===== src/rtl/watch_time_counter_if.sv =====
// Bundle of control inputs and time/tick outputs exchanged between the
// watch control logic (master) and the time-of-day counter (slave).
interface watch_time_counter_if #(
  parameter int unsigned SEC_BIT  = 6,
  parameter int unsigned MIN_BIT  = 6,
  parameter int unsigned HOUR_BIT = 6
);
  logic                i_sec_tick;
  logic                i_run_en;
  logic                i_clear;
  logic                i_set_mode;
  logic                i_set_sel;
  logic                i_set_inc;
  logic [SEC_BIT-1:0]  o_sec;
  logic [MIN_BIT-1:0]  o_min;
  logic [HOUR_BIT-1:0] o_hour;
  logic                o_min_tick;
  logic                o_hour_tick;
  logic                o_day_tick;
  logic                o_set_active;

  modport master (
    output i_sec_tick, i_run_en, i_clear, i_set_mode, i_set_sel, i_set_inc,
    input  o_sec, o_min, o_hour, o_min_tick, o_hour_tick, o_day_tick, o_set_active
  );

  modport slave (
    input  i_sec_tick, i_run_en, i_clear, i_set_mode, i_set_sel, i_set_inc,
    output o_sec, o_min, o_hour, o_min_tick, o_hour_tick, o_day_tick, o_set_active
  );
endinterface


===== src/rtl/watch_time_counter.sv =====
// 24-hour time-of-day counter driven by a 1 Hz tick, with a RUN/SET
// machine for manual minute/hour adjustment and rollover carry pulses.
module watch_time_counter #(
  parameter int unsigned SEC_BIT  = 6,
  parameter int unsigned MIN_BIT  = 6,
  parameter int unsigned HOUR_BIT = 6
) (
  input  logic                  clk,
  input  logic                  reset,
  watch_time_counter_if.slave   bus
);

  localparam logic [0:0] ST_RUN = 1'b0;
  localparam logic [0:0] ST_SET = 1'b1;

  localparam logic [SEC_BIT-1:0]  SEC_MAX  = SEC_BIT'(59);
  localparam logic [MIN_BIT-1:0]  MIN_MAX  = MIN_BIT'(59);
  localparam logic [HOUR_BIT-1:0] HOUR_MAX = HOUR_BIT'(23);

  logic [0:0]          state_q, state_d;
  logic [SEC_BIT-1:0]  sec_q, sec_d;
  logic [MIN_BIT-1:0]  min_q, min_d;
  logic [HOUR_BIT-1:0] hour_q, hour_d;
  logic                min_tick_q, min_tick_d;
  logic                hour_tick_q, hour_tick_d;
  logic                day_tick_q, day_tick_d;

  // Wrap flags use >= so any unreachable out-of-range value rolls back to 0.
  logic sec_wrap, min_wrap, hour_wrap;
  assign sec_wrap  = (sec_q  >= SEC_MAX);
  assign min_wrap  = (min_q  >= MIN_MAX);
  assign hour_wrap = (hour_q >= HOUR_MAX);

  // Next-state: clear, then FSM transition, then SET increment or RUN counting.
  always_comb begin
    state_d     = state_q;
    sec_d       = sec_q;
    min_d       = min_q;
    hour_d      = hour_q;
    min_tick_d  = 1'b0;
    hour_tick_d = 1'b0;
    day_tick_d  = 1'b0;

    if (bus.i_clear) begin
      sec_d  = '0;
      min_d  = '0;
      hour_d = '0;
    end else if (state_q == ST_RUN && bus.i_set_mode) begin
      state_d = ST_SET;
      sec_d   = '0;
    end else if (state_q == ST_SET && !bus.i_set_mode) begin
      state_d = ST_RUN;
    end else if (state_q == ST_SET) begin
      sec_d = '0;
      if (bus.i_set_inc) begin
        if (bus.i_set_sel) begin
          hour_d = hour_wrap ? '0 : hour_q + 1'b1;
        end else begin
          min_d = min_wrap ? '0 : min_q + 1'b1;
        end
      end
    end else if (bus.i_sec_tick && bus.i_run_en) begin
      if (sec_wrap) begin
        sec_d      = '0;
        min_tick_d = 1'b1;
        if (min_wrap) begin
          min_d       = '0;
          hour_tick_d = 1'b1;
          if (hour_wrap) begin
            hour_d     = '0;
            day_tick_d = 1'b1;
          end else begin
            hour_d = hour_q + 1'b1;
          end
        end else begin
          min_d = min_q + 1'b1;
        end
      end else begin
        sec_d = sec_q + 1'b1;
      end
    end
  end

  // State and output registers with synchronous reset.
  always_ff @(posedge clk) begin
    if (reset) begin
      state_q     <= ST_RUN;
      sec_q       <= '0;
      min_q       <= '0;
      hour_q      <= '0;
      min_tick_q  <= 1'b0;
      hour_tick_q <= 1'b0;
      day_tick_q  <= 1'b0;
    end else begin
      state_q     <= state_d;
      sec_q       <= sec_d;
      min_q       <= min_d;
      hour_q      <= hour_d;
      min_tick_q  <= min_tick_d;
      hour_tick_q <= hour_tick_d;
      day_tick_q  <= day_tick_d;
    end
  end

  assign bus.o_sec        = sec_q;
  assign bus.o_min        = min_q;
  assign bus.o_hour       = hour_q;
  assign bus.o_min_tick   = min_tick_q;
  assign bus.o_hour_tick  = hour_tick_q;
  assign bus.o_day_tick   = day_tick_q;
  assign bus.o_set_active = (state_q == ST_SET);

endmodule


===== src/flat_wrapper.sv =====
// flat-port wrapper written by rule: the top's interface ports become plain ports
module watch_time_counter_flat 
#(
  parameter int unsigned SEC_BIT  = 6,
  parameter int unsigned MIN_BIT  = 6,
  parameter int unsigned HOUR_BIT = 6
)
  (clk, reset, bus_i_sec_tick, bus_i_run_en, bus_i_clear, bus_i_set_mode, bus_i_set_sel, bus_i_set_inc, bus_o_sec, bus_o_min, bus_o_hour, bus_o_min_tick, bus_o_hour_tick, bus_o_day_tick, bus_o_set_active);
  watch_time_counter_if #(.SEC_BIT(SEC_BIT), .MIN_BIT(MIN_BIT), .HOUR_BIT(HOUR_BIT)) bus_i ();
  input  logic clk;
  input  logic reset;
  input wire logic [$bits(bus_i.i_sec_tick)-1:0] bus_i_sec_tick;
  input wire logic [$bits(bus_i.i_run_en)-1:0] bus_i_run_en;
  input wire logic [$bits(bus_i.i_clear)-1:0] bus_i_clear;
  input wire logic [$bits(bus_i.i_set_mode)-1:0] bus_i_set_mode;
  input wire logic [$bits(bus_i.i_set_sel)-1:0] bus_i_set_sel;
  input wire logic [$bits(bus_i.i_set_inc)-1:0] bus_i_set_inc;
  output wire logic [$bits(bus_i.o_sec)-1:0] bus_o_sec;
  output wire logic [$bits(bus_i.o_min)-1:0] bus_o_min;
  output wire logic [$bits(bus_i.o_hour)-1:0] bus_o_hour;
  output wire logic [$bits(bus_i.o_min_tick)-1:0] bus_o_min_tick;
  output wire logic [$bits(bus_i.o_hour_tick)-1:0] bus_o_hour_tick;
  output wire logic [$bits(bus_i.o_day_tick)-1:0] bus_o_day_tick;
  output wire logic [$bits(bus_i.o_set_active)-1:0] bus_o_set_active;
  assign bus_i.i_sec_tick = bus_i_sec_tick;
  assign bus_i.i_run_en = bus_i_run_en;
  assign bus_i.i_clear = bus_i_clear;
  assign bus_i.i_set_mode = bus_i_set_mode;
  assign bus_i.i_set_sel = bus_i_set_sel;
  assign bus_i.i_set_inc = bus_i_set_inc;
  assign bus_o_sec = bus_i.o_sec;
  assign bus_o_min = bus_i.o_min;
  assign bus_o_hour = bus_i.o_hour;
  assign bus_o_min_tick = bus_i.o_min_tick;
  assign bus_o_hour_tick = bus_i.o_hour_tick;
  assign bus_o_day_tick = bus_i.o_day_tick;
  assign bus_o_set_active = bus_i.o_set_active;
  watch_time_counter #(.SEC_BIT(SEC_BIT), .MIN_BIT(MIN_BIT), .HOUR_BIT(HOUR_BIT)) u_core (.clk(clk), .reset(reset), .bus(bus_i));
endmodule

===== config.mk =====
export PLATFORM = sky130hd
export DESIGN_NAME = watch_time_counter_flat
export DESIGN_NICKNAME = d
export VERILOG_FILES = /design/src/rtl/watch_time_counter_if.sv /design/src/rtl/watch_time_counter.sv /design/src/flat_wrapper.sv
export SDC_FILE = /design/constraint.sdc
export NUM_CORES = 1
export LEC_CHECK = 0
export ABC_AREA = 1
export BUFFER_PORTS_ARGS = -buffer_cell sky130_fd_sc_hd__buf_2
export CELL_PAD_IN_SITES_DETAIL_PLACEMENT = 0
export CELL_PAD_IN_SITES_GLOBAL_PLACEMENT = 2
export CORE_MARGIN = 2
export CORE_UTILIZATION = 28
export CTS_CLUSTER_DIAMETER = 30
export DETAILED_ROUTE_END_ITERATION = 10
export GPL_TIMING_DRIVEN = 0
export PLACE_DENSITY_LB_ADDON = 0.1
export SLEW_MARGIN = 5
export SYNTH_ARGS = -nofsm -noshare
export SYNTH_HDL_FRONTEND = slang
export SYNTH_SLANG_ARGS = --single-unit

===== constraint.sdc =====
create_clock -name clk -period 1.88 [get_ports clk]
set_clock_uncertainty 0.05 [all_clocks]
set_input_delay 0.188 -clock clk [delete_from_list [all_inputs] [get_ports clk]]
set_output_delay 0.188 -clock clk [all_outputs]
set_load 0.02 [all_outputs]

==> reports/results.ini <==
[floorplanning]
row_count = 23
pin_count = 30
dieHeight_um = 69.6
die_width_um = 69.6
start_util_pct = 29.5
core_area_um2 = 4090
die_area_um2 = 4850

[clock_network]
clock-sinks = 22
clock_latency_ns = 0.26
cts_hold_buf = 0
post_cts_resize_count = 0
path_clk_slew_ns = 0.09
root_buffer = clkbuf_8
cts.path.max_buffers = 2
post_cts_buffers = 0
tritoncts = done
htreeDepth = 1
cts_buffers = 3

[setup_path]
rr_endpoint = u_core.bus.o_hour[4]
critPathKind = reg2reg
end_kind = register
worstPathArrival_ns = 1.78
crit_required_ns = 2.00
cp_max_fo = 9
cp-start-kind = register
startpoint = u_core.bus.o_set_active
r2r_setup_slack_ns = 0.22
crit_end = u_core.bus.o_hour[4]
r2r_cells = 8
rr_startpoint = u_core.bus.o_set_active

[final_layout]
antenna_cells = 0
synthToLayoutAreaGrowth_pct = 23.1
instances_no_fill = 251
fin_util_pct = 36.3
drive_gt1_share_pct = 23.4
final_common_cell = nand2_1
layout_common_cells = 36 x nand2_1, 29 x nor2_1, 29 x buf_2
nets = 216
fillers = 455

[synth]
synth_nets = 182
ys_seq_elements = 22
ys_warn_count = 0
synth_cell_types = 26
syn_inst = 168
ys_seq_area_share_pct = 36.5
synth_area_um2 = 1210
syn_area_per_cell_um2 = 7.18

[placed_design]
dp_hpwl_mm = 2.18
gp_congestion = 0.738
dp_cells = 247
io_buffers = 29

[global_route]
grt_pass1_wl_mm = 4.77
grt-ovfl-total = 0
grt_pass1_vias = 1079
antenna_found_initial = 0
grt_max_degree = 14
grt_usage_pct = 12.0

[detailed_routing]
ant_nets = 0
wirelength_mm = 2.73
drc = 0
drtIter0Drc = 48
vias_per_cell = 4.48
num_vias = 1125
drt_first_pass_iters = 4
wl_per_cell_um = 10.9

[timing]
fmax_mhz = 601
hold_viol_final = 0
finalSetupTns_ns = 0
setup_violations = 0
fin_crit_sh_pct = 88.5
drv_slew = 0
max_slew.worst_pin.slew_ns = 0.440
min_period_ns = 1.66
rsz0062_at_grt = false
relSlewSlack_pct = 70.6

[flow_run]
drv_cap = 0

[pwr]
irDropWorstVdd_uv = 376
powerDensity_nw_per_um2 = 671
p_leak_nw = 0.694

[run_status]
outcome = finished, final reports clean

[min_path]
hp-class = in2reg

[report_power, final]
group	internal [mW]	switching (mW)	total (mW)
Combinational	0.0253	0.0549	0.0802
Clock	0.284	0.159	0.443
Sequential	0.468	0.00456	0.473
Total	0.778	0.218	0.996
[worst min path at each step]
stage / from / cells after the start / endpoint / slack (ns)
finish: reset / 2 / u_core.bus.o_set_active / 0.04
global route: reset / 2 / u_core.bus.o_set_active / 0.04
CTS: reset / 2 / u_core.bus.o_set_active / 0.03
detailed placement: reset / 2 / u_core.bus.o_set_active / 0.32
global placement: reset / 2 / u_core.bus.o_set_active / 0.31
floorplan: reset / 1 / u_core.bus.o_set_active / 0.21
[synthesized netlist by cell type]
cell	instances	share of area (%)
a21boi_2	1	0.93
a21oi_1	9	3.7
and3b_1	1	0.73
dfxtp_1	22	37
ha_1	6	6.2
inv_1	19	5.9
inv_2	1	0.31
nand2_1	36	11
nand2_2	3	1.6
nand2_4	5	4.7
nand3_1	12	5.0
nand3_2	1	0.83
nand3b_1	1	0.62
nand4_1	4	2.1
nor2_1	29	9.0
nor2_2	1	0.52
nor2_8	1	1.7
nor3_1	3	1.2
nor4_1	1	0.52
o21ai_0	3	1.2
o21ai_1	2	0.83
o21ai_2	1	0.73
or2_0	1	0.52
or2_1	1	0.52
xnor2_1	1	0.73
xor2_1	3	2.2
[worst max-delay path, cell delays in order (launching register included)]
cell     delay [ns]
dfxtp_1        0.51
inv_2          0.13
ha_1           0.30
inv_1          0.13
nand2_4        0.08
nor2_8         0.14
nand3_1        0.08
nand2_1        0.09
nor2_1         0.05
[flip-flops by register name (all words and copies together), names as in the netlist]
| name | flops |
|---|---|
| u_core.bus.o_hour | 6 |
| u_core.bus.o_min | 6 |
| u_core.bus.o_sec | 6 |
| u_core.bus.o_day_tick | 1 |
| u_core.bus.o_hour_tick | 1 |
| u_core.bus.o_min_tick | 1 |
| u_core.bus.o_set_active | 1 |
[per-stage QoR]
stage / setup WS [ns] / hold WS (ns) / cell area (um2) / total power [mW]
after floorplan: 0.248 / 0.207 / 1210 / 0.539
after global placement: 0.193 / 0.309 / 1410 / 0.564
after detailed placement: 0.204 / 0.318 / 1410 / 0.565
after CTS: 0.192 / 0.0322 / 1490 / 1.02
after global routing: 0.0632 / 0.0365 / 1490 / 1.06
final: 0.216 / 0.0445 / 1490 / 0.996
[layer usage]
layer	routed length, um	track usage [%]	vias to the layer above
met5	0	0	-
met4	17	3.85	0
met3	115	2.33	2
met2	1240	19.3	22
met1	1350	16.0	501
li1	-	-	600
[cell type report]
cell class | instances | area, um2 | area share [%]
Clock buffer | 3 | 41.3 | 2.78
Clock inverter | 1 | 30.0 | 2.02
Inverter | 20 | 75.1 | 5.05
Multi-Input combinational cell | 126 | 691 | 46.5
Sequential cell | 22 | 440 | 29.7
Tap cell | 50 | 62.6 | 4.21
Timing Repair Buffer | 29 | 145 | 9.77
[cells by family after synthesis]
family                   Yosys count  synth area share [%]
AND/OR/NAND/NOR                  100                  40.7
AO/OA/AOI/OAI                     16                  7.47
buffers and inverters             20                  6.22
XOR/XNOR                           4                  2.91
flip-flops                        22                  36.5
adder cells (fa/ha/maj)            6                  6.22
Note: power is estimated with default switching activity, not from simulation.
